===== config.mk =====
export PLATFORM = sky130hd
export DESIGN_NAME = tx_response_ctrl_flat
export DESIGN_NICKNAME = d
export VERILOG_FILES = /design/src/rtl/tx_response_ctrl_if.sv /design/src/rtl/tx_response_ctrl.sv /design/src/flat_wrapper.sv
export SDC_FILE = /design/constraint.sdc
export NUM_CORES = 1
export LEC_CHECK = 0
export ABC_AREA = 1
export CORE_AREA = 2 2 67 69
export DETAILED_ROUTE_END_ITERATION = 8
export DIE_AREA = 0 0 69 71
export PLACE_DENSITY = 0.74
export SYNTH_ARGS = -nofsm -noshare
export SYNTH_HDL_FRONTEND = slang
export SYNTH_SLANG_ARGS = --single-unit

===== constraint.sdc =====
create_clock -name CLK -period 1.4 [get_ports CLK]
set_clock_uncertainty 0.05 [all_clocks]
set_input_delay 0.28 -clock CLK [delete_from_list [all_inputs] [get_ports CLK]]
set_output_delay 0.28 -clock CLK [all_outputs]
set_load 0.005 [all_outputs]

===== src/rtl/tx_response_ctrl_if.sv =====
// Bundle of the request strobes and the byte-wide TX handshake of tx_response_ctrl.
// slave: the controller side; master: the side driving requests and consuming TX bytes.
interface tx_response_ctrl_if #(
  parameter int unsigned WIDTH = 8
);
  logic [WIDTH-1:0]   RdData;
  logic               RdData_Valid;
  logic [2*WIDTH-1:0] ALU_OUT;
  logic               OUT_Valid;
  logic               Tx_Full;
  logic [WIDTH-1:0]   TX_P_Data;
  logic               TX_D_VLD;
  logic               Drop_Err;
  logic               Ctrl_Busy;

  modport slave (
    input  RdData, RdData_Valid, ALU_OUT, OUT_Valid, Tx_Full,
    output TX_P_Data, TX_D_VLD, Drop_Err, Ctrl_Busy
  );

  modport master (
    output RdData, RdData_Valid, ALU_OUT, OUT_Valid, Tx_Full,
    input  TX_P_Data, TX_D_VLD, Drop_Err, Ctrl_Busy
  );
endinterface


===== src/rtl/tx_response_ctrl.sv =====
// Round-robin arbiter sharing one byte-wide TX path between register read bytes and ALU results.
// Define TX_CTRL_FRAME_EN to prefix each response with a tag byte (A5 read, 5A ALU).
module tx_response_ctrl #(
  parameter int unsigned WIDTH = 8
) (
  input logic               CLK,
  input logic               Reset,
  tx_response_ctrl_if.slave bus
);

`ifdef TX_CTRL_FRAME_EN
  typedef enum logic [2:0] {StIdle, StSendRd, StSendLo, StSendHi, StSendTag} state_e;
  localparam logic [WIDTH-1:0] TagRd  = WIDTH'(8'hA5);
  localparam logic [WIDTH-1:0] TagAlu = WIDTH'(8'h5A);
`else
  typedef enum logic [1:0] {StIdle, StSendRd, StSendLo, StSendHi} state_e;
`endif

  state_e               r_state;
  logic [WIDTH-1:0]     r_rd_buf;
  logic [2*WIDTH-1:0]   r_alu_buf;
  logic                 r_rd_pend;
  logic                 r_alu_pend;
  logic                 r_last_alu;
  logic [WIDTH-1:0]     r_tx_data;
  logic                 r_tx_vld;
  logic                 r_drop;
`ifdef TX_CTRL_FRAME_EN
  logic                 r_tag_alu;
`endif

  logic w_accept;
  logic w_rd_done;
  logic w_alu_done;
  logic w_rd_cap;
  logic w_alu_cap;
  logic w_grant_rd;
  logic w_grant_alu;

  assign w_accept   = r_tx_vld & ~bus.Tx_Full;
  assign w_rd_done  = w_accept & (r_state == StSendRd);
  assign w_alu_done = w_accept & (r_state == StSendHi);

  // A full slot may be refilled on the edge its final byte leaves.
  assign w_rd_cap  = bus.RdData_Valid & (~r_rd_pend | w_rd_done);
  assign w_alu_cap = bus.OUT_Valid & (~r_alu_pend | w_alu_done);

  assign w_grant_rd  = r_rd_pend & (~r_alu_pend | r_last_alu);
  assign w_grant_alu = r_alu_pend & (~r_rd_pend | ~r_last_alu);

  always_ff @(posedge CLK or posedge Reset) begin
    if (Reset) begin
      r_state    <= StIdle;
      r_rd_buf   <= '0;
      r_alu_buf  <= '0;
      r_rd_pend  <= 1'b0;
      r_alu_pend <= 1'b0;
      r_last_alu <= 1'b1;
      r_tx_data  <= '0;
      r_tx_vld   <= 1'b0;
      r_drop     <= 1'b0;
`ifdef TX_CTRL_FRAME_EN
      r_tag_alu  <= 1'b0;
`endif
    end else begin
      r_drop <= (bus.RdData_Valid & ~w_rd_cap) | (bus.OUT_Valid & ~w_alu_cap);

      if (w_rd_cap) begin
        r_rd_buf  <= bus.RdData;
        r_rd_pend <= 1'b1;
      end else if (w_rd_done) begin
        r_rd_pend <= 1'b0;
      end

      if (w_alu_cap) begin
        r_alu_buf  <= bus.ALU_OUT;
        r_alu_pend <= 1'b1;
      end else if (w_alu_done) begin
        r_alu_pend <= 1'b0;
      end

      case (r_state)
        StIdle: begin
          r_tx_vld <= 1'b0;
`ifdef TX_CTRL_FRAME_EN
          if (w_grant_rd) begin
            r_state   <= StSendTag;
            r_tag_alu <= 1'b0;
            r_tx_data <= TagRd;
            r_tx_vld  <= 1'b1;
          end else if (w_grant_alu) begin
            r_state   <= StSendTag;
            r_tag_alu <= 1'b1;
            r_tx_data <= TagAlu;
            r_tx_vld  <= 1'b1;
          end
`else
          if (w_grant_rd) begin
            r_state   <= StSendRd;
            r_tx_data <= r_rd_buf;
            r_tx_vld  <= 1'b1;
          end else if (w_grant_alu) begin
            r_state   <= StSendLo;
            r_tx_data <= r_alu_buf[WIDTH-1:0];
            r_tx_vld  <= 1'b1;
          end
`endif
        end
`ifdef TX_CTRL_FRAME_EN
        StSendTag: begin
          if (w_accept) begin
            if (r_tag_alu) begin
              r_state   <= StSendLo;
              r_tx_data <= r_alu_buf[WIDTH-1:0];
            end else begin
              r_state   <= StSendRd;
              r_tx_data <= r_rd_buf;
            end
          end
        end
`endif
        StSendRd: begin
          if (w_accept) begin
            r_state    <= StIdle;
            r_tx_vld   <= 1'b0;
            r_last_alu <= 1'b0;
          end
        end
        StSendLo: begin
          if (w_accept) begin
            r_state   <= StSendHi;
            r_tx_data <= r_alu_buf[2*WIDTH-1:WIDTH];
          end
        end
        StSendHi: begin
          if (w_accept) begin
            r_state    <= StIdle;
            r_tx_vld   <= 1'b0;
            r_last_alu <= 1'b1;
          end
        end
        default: begin
          r_state  <= StIdle;
          r_tx_vld <= 1'b0;
        end
      endcase
    end
  end

  assign bus.TX_P_Data = r_tx_data;
  assign bus.TX_D_VLD  = r_tx_vld;
  assign bus.Drop_Err  = r_drop;
  assign bus.Ctrl_Busy = (r_state != StIdle) | r_rd_pend | r_alu_pend;

endmodule

===== src/flat_wrapper.sv =====
// flat-port wrapper written by rule: the top's interface ports become plain ports
module tx_response_ctrl_flat 
#(
  parameter int unsigned WIDTH = 8
)
  (CLK, Reset, bus_RdData, bus_RdData_Valid, bus_ALU_OUT, bus_OUT_Valid, bus_Tx_Full, bus_TX_P_Data, bus_TX_D_VLD, bus_Drop_Err, bus_Ctrl_Busy);
  tx_response_ctrl_if #(.WIDTH(WIDTH)) bus_i ();
  input logic CLK;
  input logic Reset;
  input wire logic [$bits(bus_i.RdData)-1:0] bus_RdData;
  input wire logic [$bits(bus_i.RdData_Valid)-1:0] bus_RdData_Valid;
  input wire logic [$bits(bus_i.ALU_OUT)-1:0] bus_ALU_OUT;
  input wire logic [$bits(bus_i.OUT_Valid)-1:0] bus_OUT_Valid;
  input wire logic [$bits(bus_i.Tx_Full)-1:0] bus_Tx_Full;
  output wire logic [$bits(bus_i.TX_P_Data)-1:0] bus_TX_P_Data;
  output wire logic [$bits(bus_i.TX_D_VLD)-1:0] bus_TX_D_VLD;
  output wire logic [$bits(bus_i.Drop_Err)-1:0] bus_Drop_Err;
  output wire logic [$bits(bus_i.Ctrl_Busy)-1:0] bus_Ctrl_Busy;
  assign bus_i.RdData = bus_RdData;
  assign bus_i.RdData_Valid = bus_RdData_Valid;
  assign bus_i.ALU_OUT = bus_ALU_OUT;
  assign bus_i.OUT_Valid = bus_OUT_Valid;
  assign bus_i.Tx_Full = bus_Tx_Full;
  assign bus_TX_P_Data = bus_i.TX_P_Data;
  assign bus_TX_D_VLD = bus_i.TX_D_VLD;
  assign bus_Drop_Err = bus_i.Drop_Err;
  assign bus_Ctrl_Busy = bus_i.Ctrl_Busy;
  tx_response_ctrl #(.WIDTH(WIDTH)) u_core (.CLK(CLK), .Reset(Reset), .bus(bus_i));
endmodule

==> results.ini <==
[sta]
drv_slew=0
min_period_ns=1.35
fmax_mhz=739
rsz0062_at_grt=yes
hold_viol=0
finalSetupViolCount=0
hold_ws_ns=0.286
slew-limit-headroom_pct=69.4
final.period_utilization_pct=96.7
tightest_slew_ns=0.458

[logic_synthesis]
synth_fa_ha_area_share_pct=0
syn_inst=228
yosysUniqueCellTypes=19
syn-num-nets=257
avgSynthCellArea_um2=8.08
yosys-mux-area-fraction_pct=0
synth-simple-area-share_pct=37.0
synth_area_um2=1840
ys_ff_latch=39
ys_warn_count=0
synth_compound_area_share_pct=4.48
synth_seq_area_share_pct=53.1
synthXorXnorAreaFrac_pct=0
synth_top_family_by_area=simple AND/OR/NAND/NOR gates

[final_layout]
drive_gt1_share_pct=18.7
final_nets=317
diodes=0
layout.cells.non_filler=341
mostFrequentLayoutCells=89 x nand2_1, 40 x nand3_1, 38 x dfrtp_1
area_growth_pct=41.5
layout_commonest_cell=nand2_1

[floorplanning]
ios=40
start_util_pct=43.8
rows=24
die_area_um2=4900
core_region_area_um2=4200
die_w_um=69
die_height_um=71

[worst_setup_path]
cp-end-kind=flop
required_ns=1.58
r2r_cells=7
r2r_slack_ns=0.05
path_class=primary input to flop
crit_arrival_ns=1.53
worstSetupStartpointType=primary input
crit_fanout=10
timing.rr.start=u_core.r_state[1]
reg2reg_to=u_core.r_rd_buf[5]

[clock_network]
cts_tree=done
clock_latency_ns=0.29
clkTransAtPathRegs_ns=0.07
clkSinkCount=39
cts_buffer_depth=2
numCtsBuffers=5
root_buffer=clkbuf_8
htree_num_levels=2

[placement]
io_buffers=39
dp.final_hpwl_um=3030
dp_cells=325
gp_congestion=0.806

[hold_path]
hold_class=primary input to async pin

[pwr]
leakage_nw=1.35
totalPowerFinal_mw=5.54
pwr_density_cell_nw_per_um2=2120
ir_worst_vdd_v=0.000805

[flow_run]
drv_cap=0

[grt]
grt_pass1_wl_um=7190
grt_pass1_vias=1649
grt_overflow=0
grt_max_degree=40
track_usage_pct=18.3
antenna_found_initial=0

[route]
vias=1688
routed_wl_um=4380
drtAntennaViolNets=0
drc=0
wire_per_inst_um=12.8
avgViaCountPerCell=4.95
drtIter0Drc=171
drtPass1Iterations=4

[outcome]
status=finished, final reports clean

how the worst max path moves through the flow:
stage	cells after the start	end	slack, ns	startpoint
final	7	u_core.r_rd_buf[5]	0.05	bus_Tx_Full
after global routing	7	u_core.bus.TX_P_Data[5]	-0.05	u_core.r_state[1]
after global placement	7	u_core.r_rd_buf[3]	-0.22	bus_Tx_Full
after floorplan	6	u_core.bus.TX_P_Data[0]	0.11	u_core.r_state[0]
after CTS	3	bus_Ctrl_Busy	-0.07	u_core.r_state[0]
after detailed placement	7	u_core.r_rd_buf[7]	-0.24	bus_Tx_Full
worst max-delay path, stage by stage:
cell,delay (ns)
clkdlybuf4s50_1,0.48
inv_2,0.12
nand2_1,0.10
o21ai_2,0.19
buf_4,0.19
nand3_1,0.09
nand2_1,0.07
per-stage QoR:
stage / utilization [%] / setup TNS (ns) / setup WS (ns) / cell area, µm²
floorplan: - / 0 / 0.108 / 1840
detailed placement: 56.7 / -5.11 / -0.238 / 2380
global route: 62.0 / -0.370 / -0.0483 / 2610
global placement: 56.7 / -4.64 / -0.219 / 2380
CTS: 60.4 / -0.0718 / -0.0718 / 2540
finish: 62.0 / 0 / 0.0467 / 2610
routing by layer:
layer | GRT usage (%) | wire, µm
met5 | 0 | 0
met2 | 29.3 | 2220
met4 | 7.19 | 69
met3 | 4.27 | 184
met1 | 24.3 | 1900
timing repair:
action	in CTS	in global routing
setup endpoints to repair	19	36
pin swaps	0	6
gates cloned	0	2
hold buffers	0	0
buffers inserted	6	0
gates resized for setup	14	16
final cells by class:
cell class / instances / area, µm²
fillers: 377 / 1600
flip-flops and latches: 39 / 977
multi-input cells: 172 / 837
repair buffers: 60 / 572
clock buffers: 6 / 82.6
well taps: 52 / 65.1
inverters: 10 / 37.5
clock inverters: 2 / 35.0
logic make-up after synthesis:
logic type / count (synthesis)
AND/OR/NAND/NOR: 154
flip-flops: 39
buffers and inverters: 19
AO/OA/AOI/OAI: 16
cells in the mapped netlist:
library cell,count,area share (%)
inv_1,9,1.8
dfrtp_1,38,52
clkbuf_1,2,0.41
nand2_2,7,2.4
o21ai_0,6,1.6
nand2_1,89,18
and2_4,1,0.48
nand2_4,2,1.2
nand3_1,41,11
buf_4,1,0.41
a21oi_1,9,2.4
nor2_1,11,2.2
o31ai_1,1,0.41
buf_2,3,0.81
nand4_2,1,0.68
buf_6,3,1.8
dfstp_2,1,1.4
nor2_2,2,0.68
inv_2,1,0.20
state kept, by name, summed over array words and instances, names as in the netlist:
register and count:
u_core.bus.Drop_Err 1, u_core.bus.TX_D_VLD 1, u_core.bus.TX_P_Data 8, u_core.r_alu_buf 16, u_core.r_alu_pend 1, u_core.r_last_alu 1, u_core.r_rd_buf 8, u_core.r_rd_pend 1
u_core.r_state 2
where the power goes:
| group | switching (mW) | total [mW] | internal [mW] |
|---|---|---|---|
| clock network | 0.382 | 0.958 | 0.576 |
| logic | 1.49 | 2.65 | 1.16 |
| registers | 0.269 | 1.93 | 1.66 |
Power figures use the tool's default switching activity.
